File: config.mk
export PLATFORM = sky130hd
export DESIGN_NAME = mem_wb_stage
export DESIGN_NICKNAME = d
export VERILOG_FILES = /design/src/rtl/mem_wb_stage.sv
export SDC_FILE = /design/constraint.sdc
export NUM_CORES = 1
export LEC_CHECK = 0
export ABC_AREA = 1
export CORE_MARGIN = 2
export CORE_UTILIZATION = 46
export DETAILED_ROUTE_END_ITERATION = 8
export PLACE_DENSITY = 0.86
export SLEW_MARGIN = 20
export SYNTH_ARGS = -nofsm -noshare
export SYNTH_HDL_FRONTEND = slang
export SYNTH_SLANG_ARGS = --single-unit
File: constraint.sdc
create_clock -name clk -period 5.7 [get_ports clk]
set_input_delay 1.14 -clock clk [delete_from_list [all_inputs] [get_ports clk]]
set_output_delay 1.14 -clock clk [all_outputs]
set_load 0.005 [all_outputs]
File: src/rtl/mem_wb_stage.sv
// Memory stage: issues loads/stores over a valid/ready bus and stalls upstream while an access is
// in flight. It also registers the MEM/WB write-back outputs.
module mem_wb_stage #(
    parameter int XLEN = 32
) (
    input  logic            clk,
    input  logic            rst,
    input  logic            ValidM,
    input  logic            RegWriteM,
    input  logic            ResultSrcM,
    input  logic            MemWriteM,
    input  logic [2:0]      Funct3M,
    input  logic [XLEN-1:0] ALUResultM,
    input  logic [XLEN-1:0] WriteDataM,
    input  logic [4:0]      RdM,
    output logic            StallM,
    output logic            MemReqValid,
    input  logic            MemReqReady,
    output logic            MemReqWe,
    output logic [XLEN-1:0] MemReqAddr,
    output logic [XLEN-1:0] MemReqWdata,
    output logic [3:0]      MemReqBe,
    input  logic            MemRspValid,
    input  logic [XLEN-1:0] MemRspRdata,
    output logic            ValidW,
    output logic            RegWriteW,
    output logic [4:0]      RdW,
    output logic [XLEN-1:0] ResultW,
    output logic            MisalignW
);

    typedef enum logic [1:0] {
        IDLE,
        REQ,
        WAIT
    } state_t;

    state_t state_q, state_d;

    // Latched copy of the accepted access; the full byte address is kept for load lane selection
    logic [XLEN-1:0] addr_q, addr_d;
    logic [XLEN-1:0] wdata_q, wdata_d;
    logic [3:0]      be_q, be_d;
    logic            we_q, we_d;
    logic [2:0]      funct3_q, funct3_d;
    logic [4:0]      rd_q, rd_d;
    logic            reg_write_q, reg_write_d;

    logic            valid_w_q, valid_w_d;
    logic            reg_write_w_q, reg_write_w_d;
    logic [4:0]      rd_w_q, rd_w_d;
    logic [XLEN-1:0] result_w_q, result_w_d;
    logic            misalign_w_q, misalign_w_d;

    logic            mem_op;
    logic            legal_f3;
    logic            misaligned;
    logic            access_err;
    logic [XLEN-1:0] store_wdata;
    logic [3:0]      store_be;
    logic [7:0]      rsp_byte;
    logic [15:0]     rsp_half;
    logic [XLEN-1:0] load_value;
    logic            stall;

    always_comb begin
        mem_op = ValidM & (MemWriteM | ResultSrcM);
        if (MemWriteM) begin
            legal_f3 = Funct3M inside {3'b000, 3'b001, 3'b010};
        end else begin
            legal_f3 = Funct3M inside {3'b000, 3'b001, 3'b010, 3'b100, 3'b101};
        end
        case (Funct3M[1:0])
            2'b01:   misaligned = ALUResultM[0];
            2'b10:   misaligned = |ALUResultM[1:0];
            default: misaligned = 1'b0;
        endcase
        access_err = mem_op & (~legal_f3 | misaligned);
    end

    // Stores replicate the data across all lanes so the byte enables alone pick the target bytes
    always_comb begin
        case (Funct3M[1:0])
            2'b00: begin
                store_wdata = {4{WriteDataM[7:0]}};
                store_be    = 4'b0001 << ALUResultM[1:0];
            end
            2'b01: begin
                store_wdata = {2{WriteDataM[15:0]}};
                store_be    = 4'b0011 << {ALUResultM[1], 1'b0};
            end
            default: begin
                store_wdata = WriteDataM;
                store_be    = 4'b1111;
            end
        endcase
        if (!MemWriteM) begin
            store_be = 4'b1111;
        end
    end

    always_comb begin
        case (addr_q[1:0])
            2'b00:   rsp_byte = MemRspRdata[7:0];
            2'b01:   rsp_byte = MemRspRdata[15:8];
            2'b10:   rsp_byte = MemRspRdata[23:16];
            default: rsp_byte = MemRspRdata[31:24];
        endcase
        rsp_half = addr_q[1] ? MemRspRdata[31:16] : MemRspRdata[15:0];
        case (funct3_q)
            3'b000:  load_value = {{(XLEN-8){rsp_byte[7]}}, rsp_byte};
            3'b001:  load_value = {{(XLEN-16){rsp_half[15]}}, rsp_half};
            3'b100:  load_value = {{(XLEN-8){1'b0}}, rsp_byte};
            3'b101:  load_value = {{(XLEN-16){1'b0}}, rsp_half};
            default: load_value = MemRspRdata;
        endcase
    end

    // Cycles that retire nothing leave a bubble in WB so each instruction shows exactly one ValidW pulse
    always_comb begin
        state_d       = state_q;
        addr_d        = addr_q;
        wdata_d       = wdata_q;
        be_d          = be_q;
        we_d          = we_q;
        funct3_d      = funct3_q;
        rd_d          = rd_q;
        reg_write_d   = reg_write_q;
        valid_w_d     = 1'b0;
        reg_write_w_d = 1'b0;
        misalign_w_d  = 1'b0;
        rd_w_d        = rd_w_q;
        result_w_d    = result_w_q;
        stall         = 1'b0;

        unique case (state_q)
            IDLE: begin
                if (mem_op && !access_err) begin
                    stall       = 1'b1;
                    addr_d      = ALUResultM;
                    wdata_d     = store_wdata;
                    be_d        = store_be;
                    we_d        = MemWriteM;
                    funct3_d    = Funct3M;
                    rd_d        = RdM;
                    reg_write_d = RegWriteM;
                    state_d     = REQ;
                end else begin
                    valid_w_d     = ValidM;
                    reg_write_w_d = ValidM & RegWriteM & ~access_err;
                    misalign_w_d  = access_err;
                    if (ValidM) begin
                        rd_w_d     = RdM;
                        result_w_d = ALUResultM;
                    end
                end
            end
            REQ: begin
                if (MemReqReady && we_q) begin
                    valid_w_d  = 1'b1;
                    rd_w_d     = rd_q;
                    result_w_d = addr_q;
                    state_d    = IDLE;
                end else begin
                    stall = 1'b1;
                    if (MemReqReady) begin
                        state_d = WAIT;
                    end
                end
            end
            WAIT: begin
                if (MemRspValid) begin
                    valid_w_d     = 1'b1;
                    reg_write_w_d = reg_write_q;
                    rd_w_d        = rd_q;
                    result_w_d    = load_value;
                    state_d       = IDLE;
                end else begin
                    stall = 1'b1;
                end
            end
            default: state_d = IDLE;
        endcase
    end

    always_ff @(posedge clk or posedge rst) begin
        if (rst) begin
            state_q       <= IDLE;
            addr_q        <= '0;
            wdata_q       <= '0;
            be_q          <= '0;
            we_q          <= 1'b0;
            funct3_q      <= '0;
            rd_q          <= '0;
            reg_write_q   <= 1'b0;
            valid_w_q     <= 1'b0;
            reg_write_w_q <= 1'b0;
            rd_w_q        <= '0;
            result_w_q    <= '0;
            misalign_w_q  <= 1'b0;
        end else begin
            state_q       <= state_d;
            addr_q        <= addr_d;
            wdata_q       <= wdata_d;
            be_q          <= be_d;
            we_q          <= we_d;
            funct3_q      <= funct3_d;
            rd_q          <= rd_d;
            reg_write_q   <= reg_write_d;
            valid_w_q     <= valid_w_d;
            reg_write_w_q <= reg_write_w_d;
            rd_w_q        <= rd_w_d;
            result_w_q    <= result_w_d;
            misalign_w_q  <= misalign_w_d;
        end
    end

    // Gating with rst keeps the stall low while reset is held even if a memory op sits on the M inputs
    assign StallM      = stall & ~rst;
    assign MemReqValid = (state_q == REQ);
    assign MemReqWe    = we_q;
    assign MemReqAddr  = {addr_q[XLEN-1:2], 2'b00};
    assign MemReqWdata = wdata_q;
    assign MemReqBe    = be_q;

    assign ValidW    = valid_w_q;
    assign RegWriteW = reg_write_w_q;
    assign RdW       = rd_w_q;
    assign ResultW   = result_w_q;
    assign MisalignW = misalign_w_q;

endmodule

==> results.py, run 1 <==
metrics = {
    "min_path": {
        "min_from": "ResultW[27]$_DFFE_PP0P_",
        "hold_depth": 2,
        "min_path_type": "reg2reg",
        "whs_endpoint": "ResultW[27]$_DFFE_PP0P_",
    },
    "grt": {
        "track_usage": 0.263,
        "grt_pass1_wl_mm": 30.9,
        "grt_max_degree": 74,
        "grt_antenna_before_repair": 1,
        "grt_pass1_vias": 6047,
        "overflow": 0,
    },
    "sta": {
        "period_minus_slack_ps": 4770,
        "setup_viol": 0,
        "finalSetupTns_ps": 0,
        "hold_viol_final": 0,
        "fin_skew_ps": 10.5,
        "drv_slew": 0,
        "rsz0062_at_grt": "false",
        "post-route-period-util": 0.837,
        "relSlewSlack": 0.289,
        "worst_pin_slew_ps": 1060,
        "clock.fmax_ghz": 0.210,
    },
    "drt": {
        "post-route-drc-count": 0,
        "drtPass1Iterations": 6,
        "drtIter0Drc": 657,
        "ant_nets": 0,
        "avgRoutedWirePerCell_um": 15.5,
        "wirelength_mm": 19.9,
        "vias": 6550,
        "via_per_inst": 5.11,
    },
    "clock_network": {
        "cts_resized": 0,
        "root_buffer": "clkbuf_16",
        "cts.clk_slew.worst_paths_ps": 50,
        "numCtsBuffers": 17,
        "htree_levels": 4,
        "cts_tree": "done",
        "cts_setup_buffers": 0,
        "clockBufferDepth": 2,
        "clock-sinks": 120,
        "ctsHoldBuffers": 0,
        "clock_latency_ps": 430,
    },
    "synth": {
        "yosysUniqueCellTypes": 26,
        "netlist_top_cells_area": "dfrtp_1, nand2_1, a21oi_1",
        "yosysWarnings": 0,
        "ys_seq_elements": 120,
        "synth_area_leader_cell": "dfrtp_1",
        "seq_area_frac_synth": 0.454,
        "syn_area_per_cell_um2": 7.18,
        "synth_top_area_frac": 0.454,
        "synthCells": 920,
        "syn-cell-area_um2": 6610,
    },
    "floorplanning": {
        "coreArea_um2": 13900,
        "die_h_um": 124,
        "die_x_um": 124,
        "start_util": 0.474,
        "io_pins": 223,
        "die_area_um2": 15300,
        "rows": 43,
    },
    "finish": {
        "fin_cells": 1281,
        "final_layout_size_suffix_gt1_frac": 0.0600,
        "final_cell_mix": "nand2_1, clkdlybuf4s50_1, dfrtp_1, a21oi_1, o21ai_0",
        "finalNetCount": 1206,
        "area.growth.synth_to_final_pct": 39.1,
        "final_common_cell": "nand2_1",
    },
    "place": {
        "gp_congestion": 0.886,
        "dp_hpwl_mm": 13.8,
        "dp.cells": 1248,
        "io_buffers": 220,
    },
    "critical_path": {
        "worstReg2RegStart": "state_q[0]$_DFFE_PP0P_",
        "worst_setup_path_start_kind": "input pin",
        "end_kind": "primary output",
        "crit_fanout": 14,
        "arrival_ps": 3630,
        "rr_endpoint": "ResultW[15]$_DFFE_PP0P_",
        "r2r_cells": 9,
        "reg2reg_slack_ps": 2580,
        "worstPathRequired_ps": 4560,
        "worst-setup-path-type": "in2out",
    },
    "pwr": {
        "powerDensity_nw_per_um2": 563,
        "ir_drop_mv": 0.309,
        "leakage_nw": 4.43,
    },
    "job": {
        "maxCapViolations": 0,
    },
    "run_status": {
        "status": "finished, final reports clean",
    },
}
-- cell families (layout without fill, tap and decap cells) --
| family | count (synthesis) | in the layout | share of synthesized area |
|---|---|---|---|
| DFF | 120 | 120 | 0.454 |
| AOI/OAI and AO/OA | 178 | 178 | 0.135 |
| and+or+nand+nor | 464 | 464 | 0.286 |
| adders and majority gates | 7 | 7 | 0.0133 |
| buffers and inverters | 150 | 329 | 0.111 |
| other | 1 | 3 | 0.000567 |
-- area by class of cell --
| class | count | area, um^2 |
|---|---|---|
| antenna | 1 | 2.50 |
| timing repair buffer | 227 | 2250 |
| fill | 1161 | 4740 |
| multi-input combinational | 651 | 2880 |
| sequential | 120 | 3000 |
| clock inverter | 14 | 126 |
| tap | 180 | 225 |
| inverter | 70 | 265 |
| clock buffer | 18 | 439 |
-- through the flow --
step / hold slack [ps] / util / cell area (um^2) / total power (W) / worst slack, ps
after detailed placement: 469 / 0.619 / 8630 / 0.00413 / 905
after CTS: 484 / 0.660 / 9190 / 0.00518 / 917
after global routing: 499 / 0.660 / 9200 / 0.00557 / 751
final: 479 / 0.660 / 9200 / 0.00517 / 927
after floorplan: 448 / - / 6610 / 0.00309 / 1370
after global placement: 465 / 0.619 / 8630 / 0.00406 / 1030
-- how the worst max path moves through the flow --
stage | from | to | depth (start not counted)
floorplan | rst | MemReqBe[0]$_DFFE_PP0P_ | 1
global placement | Funct3M[1] | MemReqBe[0]$_DFFE_PP0P_ | 11
detailed placement | Funct3M[1] | rd_q[0]$_DFFE_PP0P_ | 11
CTS | Funct3M[1] | StallM | 9
global route | Funct3M[1] | StallM | 9
finish | Funct3M[1] | StallM | 9
-- layer usage --
layer | GRT usage | vias up | part of all wire
li1 | - | 3213 | -
met1 | 0.359 | 3029 | 0.43
met2 | 0.406 | 265 | 0.47
met3 | 0.0554 | 43 | 0.070
met4 | 0.117 | 0 | 0.030
met5 | 0 | - | 0
-- worst max-delay path: stages --
cell and delay [ps]:
clkdlybuf4s50_1 480, inv_1 70, ha_1 320, nor2_2 490, o21ai_1 270, nand4_4 160, nand2_1 90, nor3b_1 160
clkdlybuf4s50_1 440
-- registers in the layout, summed over array words and instances, names as in the netlist, 2 cells and up --
signal and flops:
MemReqBe 4, MemReqWdata 32, RdW 5, ResultW 32, addr_q 32, funct3_q 3
rd_q 5, state_q 2
-- cell usage after synthesis --
cell	count
o21ai_1	24
inv_2	3
nand4_1	2
nor3_1	1
nor3b_1	1
buf_4	39
nand3_1	42
conb_1	1
clkinv_1	1
nor3_4	1
or2_2	15
nor2_2	2
nor2_1	47
a21oi_1	78
ha_1	7
nand2_1	348
nand3_2	1
buf_2	17
dfrtp_1	120
inv_1	66
nand4_4	1
a31oi_1	2
o21ai_0	74
clkbuf_1	23
buf_1	1
nand2_2	3
-- report_power, final --
part	internal [W]	total, W	switching (W)
clock	0.000611	0.00102	0.000413
sequential	0.00127	0.00158	0.000318
combinational	0.00122	0.00257	0.00135
total	0.00310	0.00517	0.00208
Note: power is estimated with default switching activity, not from simulation.
==> run 2, diff against run 1 <==
==> constraint.sdc (replaced) <==
create_clock -name clk -period 4.85 [get_ports clk]
set_input_delay 0.97 -clock clk [delete_from_list [all_inputs] [get_ports clk]]
set_output_delay 0.97 -clock clk [all_outputs]
set_load 0.005 [all_outputs]
==> run 2 against run 1 <==
Clock power up 34%. Via count down 0.31%. Critical path type unchanged. Sequential cell count unchanged. Setup slack worse by 510 ps. Utilization up 0.65 points. Cell count about the same. Largest power group unchanged. Critical endpoint unchanged. Power up 21%. Critical path depth unchanged. Sequential power up 18%. Count of clock-buffer cells in the layout down 1. Clock skew up 0.66 ps. Global-route usage up 0.59 points.
==> results.py, run 2 (synthesis results as in run 1) <==
metrics = {
    "place": {
        "dp_hpwl_mm": 14.1,
        "io_buffers": 220,
        "dp.cells": 1250,
        "dpl_cell_area_um2": 8640,
        "gp_congestion": 0.905,
        "pre_cts_ws_ps": 444,
    },
    "drt": {
        "drtPass1Iterations": 5,
        "post-route-drc-count": 0,
        "vias": 6530,
        "wirelength_mm": 20.1,
        "via_per_inst": 5.09,
        "ant_nets": 0,
        "drtIter0Drc": 581,
        "avgRoutedWirePerCell_um": 15.6,
    },
    "floorplanning": {
        "start_util": 0.474,
        "rows": 43,
        "die_x_um": 124,
        "coreArea_um2": 13900,
        "die_h_um": 124,
        "die_area_um2": 15300,
        "io_pins": 223,
    },
    "critical_path": {
        "worstPathRequired_ps": 3880,
        "arrival_ps": 3460,
        "worst_setup_path_start_kind": "input pin",
        "end_kind": "primary output",
        "crit_fanout": 14,
        "worst-setup-path-type": "in2out",
    },
    "sta": {
        "setup_viol": 0,
        "post-route-period-util": 0.913,
        "fin_skew_ps": 11.2,
        "clock.fmax_ghz": 0.226,
        "timing.final.ws_setup_ps": 421,
        "period_minus_slack_ps": 4430,
        "whs_ps": 478,
        "finalSetupTns_ps": 0,
        "worst_pin_slew_ps": 924,
        "hold_viol_final": 0,
        "relSlewSlack": 0.383,
        "rsz0062_at_grt": "false",
        "drv_slew": 0,
    },
    "finish": {
        "final_cell_mix": "nand2_1, clkdlybuf4s50_1, dfrtp_1, a21oi_1, o21ai_0",
        "finalInstanceArea_um2": 9290,
        "finalNetCount": 1208,
        "final_layout_size_suffix_gt1_frac": 0.0617,
        "fillers": 1165,
        "fin_cells": 1282,
        "final_common_cell": "nand2_1",
        "area.growth.synth_to_final_pct": 40.5,
        "antenna_cells": 0,
    },
    "grt": {
        "grt_pass1_vias": 6314,
        "track_usage": 0.269,
        "grt_max_degree": 96,
        "grt_antenna_before_repair": 0,
        "grt_pass1_wl_mm": 31.7,
        "overflow": 0,
    },
    "clock_network": {
        "clock_latency_ps": 420,
        "cts_resized": 0,
        "clockBufferDepth": 2,
        "root_buffer": "clkbuf_16",
        "cts_tree": "done",
        "cts_setup_buffers": 0,
        "ctsHoldBuffers": 0,
        "numCtsBuffers": 17,
        "htree_levels": 4,
        "cts.clk_slew.worst_paths_ps": 60,
        "clock-sinks": 120,
    },
    "run_status": {
        "status": "finished, final reports clean",
    },
    "job": {
        "maxCapViolations": 0,
    },
    "pwr": {
        "ir_drop_mv": 0.346,
        "powerDensity_nw_per_um2": 674,
        "leakage_nw": 4.49,
    },
    "min_path": {
        "min_path_type": "reg2reg",
    },
}
run 2: area by class of cell:
| type | count | area, um^2 | share of cell area |
|---|---|---|---|
| clock buffer | 17 | 425 | 0.0458 |
| clock inverter | 15 | 215 | 0.0232 |
| inverter | 70 | 268 | 0.0288 |
| multi-input combinational | 651 | 2880 | 0.310 |
| sequential | 120 | 3000 | 0.323 |
| tap | 180 | 225 | 0.0243 |
| timing repair buffer | 229 | 2270 | 0.244 |
run 2: final timing paths:
kind                                          from                           to  slack [ps]  cells past startpoint
setup / recovery                        Funct3M[1]                       StallM         420                      9
hold / removal             ResultW[10]$_DFFE_PP0P_      ResultW[10]$_DFFE_PP0P_         480                      2
setup reg to reg            state_q[0]$_DFFE_PP0P_      ResultW[24]$_DFFE_PP0P_        2080                     11
hold reg to reg            ResultW[10]$_DFFE_PP0P_      ResultW[10]$_DFFE_PP0P_         480                      2
max in group asynchronous                      rst      ResultW[15]$_DFFE_PP0P_        2960                      3
min in group asynchronous                      rst  MemReqWdata[30]$_DFFE_PP0P_        1110                      2
run 2: layer usage:
metal,share of wire,routed length (um),GRT usage
met5,0,0,0
met4,0.027,545,0.113
met3,0.076,1530,0.0577
met2,0.48,9620,0.432
met1,0.42,8360,0.354
run 2: critical path: stages:
cell	delay, ps
clkdlybuf4s50_1	490
inv_1	80
ha_1	320
nor2_2	480
o21ai_1	280
nand4_4	170
nand2_1	80
nor3b_1	150
clkdlybuf4s50_1	440
run 2: metrics by stage:
stage / power, W / util
CTS: 0.00628 / 0.666
detailed placement: 0.00487 / 0.620
global placement: 0.00478 / 0.620
floorplan: 0.00363 / -
global route: 0.00678 / 0.666
finish: 0.00626 / 0.666
run 2: where the power goes:
part | internal [W] | switching [W] | leakage, nW
clock network | 0.000872 | 0.000497 | 0.309
registers | 0.00149 | 0.000370 | 1.49
logic | 0.00144 | 0.00159 | 2.69
==> run 3, diff against run 2 <==
--- a/config.mk
+++ b/config.mk
@@ -10,6 +10,7 @@
 export CORE_UTILIZATION = 46
 export DETAILED_ROUTE_END_ITERATION = 8
 export PLACE_DENSITY = 0.86
+export SKIP_LAST_GASP = 1
 export SLEW_MARGIN = 20
 export SYNTH_ARGS = -nofsm -noshare
 export SYNTH_HDL_FRONTEND = slang
==> constraint.sdc (replaced) <==
create_clock -name clk -period 4.28 [get_ports clk]
set_input_delay 0.856 -clock clk [delete_from_list [all_inputs] [get_ports clk]]
set_output_delay 0.856 -clock clk [all_outputs]
set_load 0.005 [all_outputs]
==> run 3 against run 2 <==
Sequential cell count unchanged. Highest routed layer unchanged. Clock power increased by 8%. Critical path depth unchanged. Clock skew decreased by 5.2 ps. Utilization about the same.
==> results.py, run 3 (synthesis results as in run 1) <==
metrics = {
    "run_status": {
        "status": "finished, final reports clean",
    },
    "pwr": {
        "pwr-share-seq": 0.299,
        "intPower_w": 0.00426,
        "powerDensity_nw_per_um2": 757,
        "ir_drop_mv": 0.369,
        "leakage_nw": 4.48,
        "p_comb_frac": 0.491,
        "pwr-share-clk": 0.210,
        "p_sw_w": 0.00276,
        "switching_share": 0.393,
    },
    "sta": {
        "worst_pin_slew_ps": 807,
        "finalSetupTns_ps": 0,
        "post-route-period-util": 0.916,
        "fin_skew_ps": 6.02,
        "rsz0062_at_grt": "false",
        "drv_slew": 0,
        "hold_viol_final": 0,
        "relSlewSlack": 0.462,
        "clock.fmax_ghz": 0.255,
        "whs_ps": 480,
        "period_minus_slack_ps": 3920,
        "setup_viol": 0,
    },
    "drt": {
        "drtIter0Drc": 646,
        "wirelength_mm": 20.0,
        "via_per_inst": 5.10,
        "drtPass1Iterations": 6,
        "vias": 6547,
        "post-route-drc-count": 0,
        "avgRoutedWirePerCell_um": 15.6,
        "ant_nets": 0,
    },
    "finish": {
        "final_common_cell": "nand2_1",
        "ff_latch_area_um2": 3000,
        "final_cell_mix": "nand2_1, clkdlybuf4s50_1, dfrtp_1, a21oi_1, o21ai_0",
        "area.growth.synth_to_final_pct": 40.4,
        "finalInstanceArea_um2": 9280,
        "fillers": 1131,
        "multiInputGateArea_um2": 2880,
        "finalNetCount": 1209,
        "final_layout_size_suffix_gt1_frac": 0.0626,
        "antenna_cells": 0,
    },
    "critical_path": {
        "crit_fanout": 11,
        "worst-setup-path-type": "in2out",
        "slowest_stage": "clkdlybuf4s50_1",
        "end_kind": "primary output",
        "worst_setup_path_start_kind": "input pin",
        "worstPathRequired_ps": 3420,
        "path_cells": "clkdlybuf4s50_1, inv_1, ha_1, nor2_2, o21ai_1, nand4_4, nand2_1, nor3b_1, clkdlybuf4s50_1",
        "crit_top_cell": "clkdlybuf4s50_1",
        "critPathMaxStageDelay_ps": 530,
        "arrival_ps": 3060,
    },
    "floorplanning": {
        "coreArea_um2": 13900,
        "rows": 43,
        "die_x_um": 124,
        "start_util": 0.474,
        "die_h_um": 124,
        "io_pins": 223,
        "die_area_um2": 15300,
    },
    "clock_network": {
        "clock-sinks": 120,
        "clock_latency_ps": 410,
        "numCtsBuffers": 17,
        "cts_setup_buffers": 0,
        "root_buffer": "clkbuf_16",
        "ctsHoldBuffers": 0,
        "cts_resized": 0,
        "cts_tree": "done",
        "clockBufferDepth": 2,
        "htree_levels": 4,
        "cts.clk_slew.worst_paths_ps": 60,
    },
    "min_path": {
        "min_path_type": "reg2reg",
    },
    "grt": {
        "grt_antenna_before_repair": 0,
        "grt_pass1_vias": 6221,
        "track_usage": 0.264,
        "grt_max_degree": 125,
        "grt_pass1_wl_mm": 31.2,
        "overflow": 0,
    },
    "job": {
        "maxCapViolations": 0,
    },
    "place": {
        "dp_hpwl_mm": 14.1,
        "dpl_cell_area_um2": 8660,
        "gp_congestion": 0.881,
        "io_buffers": 220,
    },
}
-- run 3: cell count changes in the layout (fill, tap and decap cells not counted) --
| cell | before | now |
|---|---|---|
| inv_6 | 6 | 1 |
| clkinv_2 | 0 | 2 |
| clkinvlp_4 | 1 | 3 |
| buf_12 | 0 | 1 |
| buf_4 | 9 | 8 |
| buf_6 | 0 | 1 |
| bufinv_16 | 4 | 3 |
| clkbuf_8 | 0 | 1 |
| inv_4 | 0 | 1 |
-- run 3: path summary, 6_finish.rpt --
| check | from | to | cells after the start | slack [ps] |
|---|---|---|---|---|
| min reg2reg | ResultW[27]$_DFFE_PP0P_ | ResultW[27]$_DFFE_PP0P_ | 2 | 480 |
| min | ResultW[27]$_DFFE_PP0P_ | ResultW[27]$_DFFE_PP0P_ | 2 | 480 |
| max | Funct3M[1] | StallM | 9 | 360 |
| max reg2reg | funct3_q[1]$_DFFE_PP0P_ | ResultW[6]$_DFFE_PP0P_ | 8 | 1710 |
| max in group asynchronous | rst | ResultW[28]$_DFFE_PP0P_ | 3 | 2620 |
| min in group asynchronous | rst | addr_q[2]$_DFFE_PP0P_ | 2 | 910 |
-- run 3: layout make-up --
class,count,share of cell area
inverters,70,0.0286
clock buffers,18,0.0473
well taps,180,0.0243
multi-input cells,651,0.310
flip-flops and latches,120,0.324
repair buffers,230,0.247
clock inverters,14,0.0189
-- run 3: worst max-delay path: cells and delay by family --
| kind | cells | cell delay [ps] |
|---|---|---|
| adders and majority gates | 1 | 410 |
| AOI/OAI and AO/OA | 1 | 200 |
| and+or+nand+nor | 4 | 520 |
| buffers and inverters | 3 | 1080 |
-- run 3: stage by stage --
step / util / setup WS [ps] / total power, W / instances
6_report: 0.666 / 360 / 0.00702 / 1283
5_1_grt: 0.666 / 253 / 0.00757 / 1283
4_1_cts: 0.666 / 374 / 0.00704 / 1283
3_5_place_dp: 0.622 / 333 / 0.00551 / 1251
3_3_place_gp: 0.622 / 377 / 0.00542 / 1251
2_1_floorplan: - / 238 / 0.00411 / 921
-- run 3: metal layers --
layer / vias to the layer above / part of all wire / track usage
met5: - / 0 / 0
met4: 0 / 0.021 / 0.0916
met3: 34 / 0.079 / 0.0609
met2: 285 / 0.49 / 0.427
met1: 3006 / 0.41 / 0.348
li1: 3222 / - / -
-- run 3: power by group through the flow --
stage	logic, W	registers, W	clock network, W
finish	0.00345	0.00210	0.00148
global route	0.00386	0.00217	0.00154
CTS	0.00345	0.00210	0.00149
detailed placement	0.00341	0.00210	0
global placement	0.00333	0.00209	0
floorplan	0.00210	0.00201	0
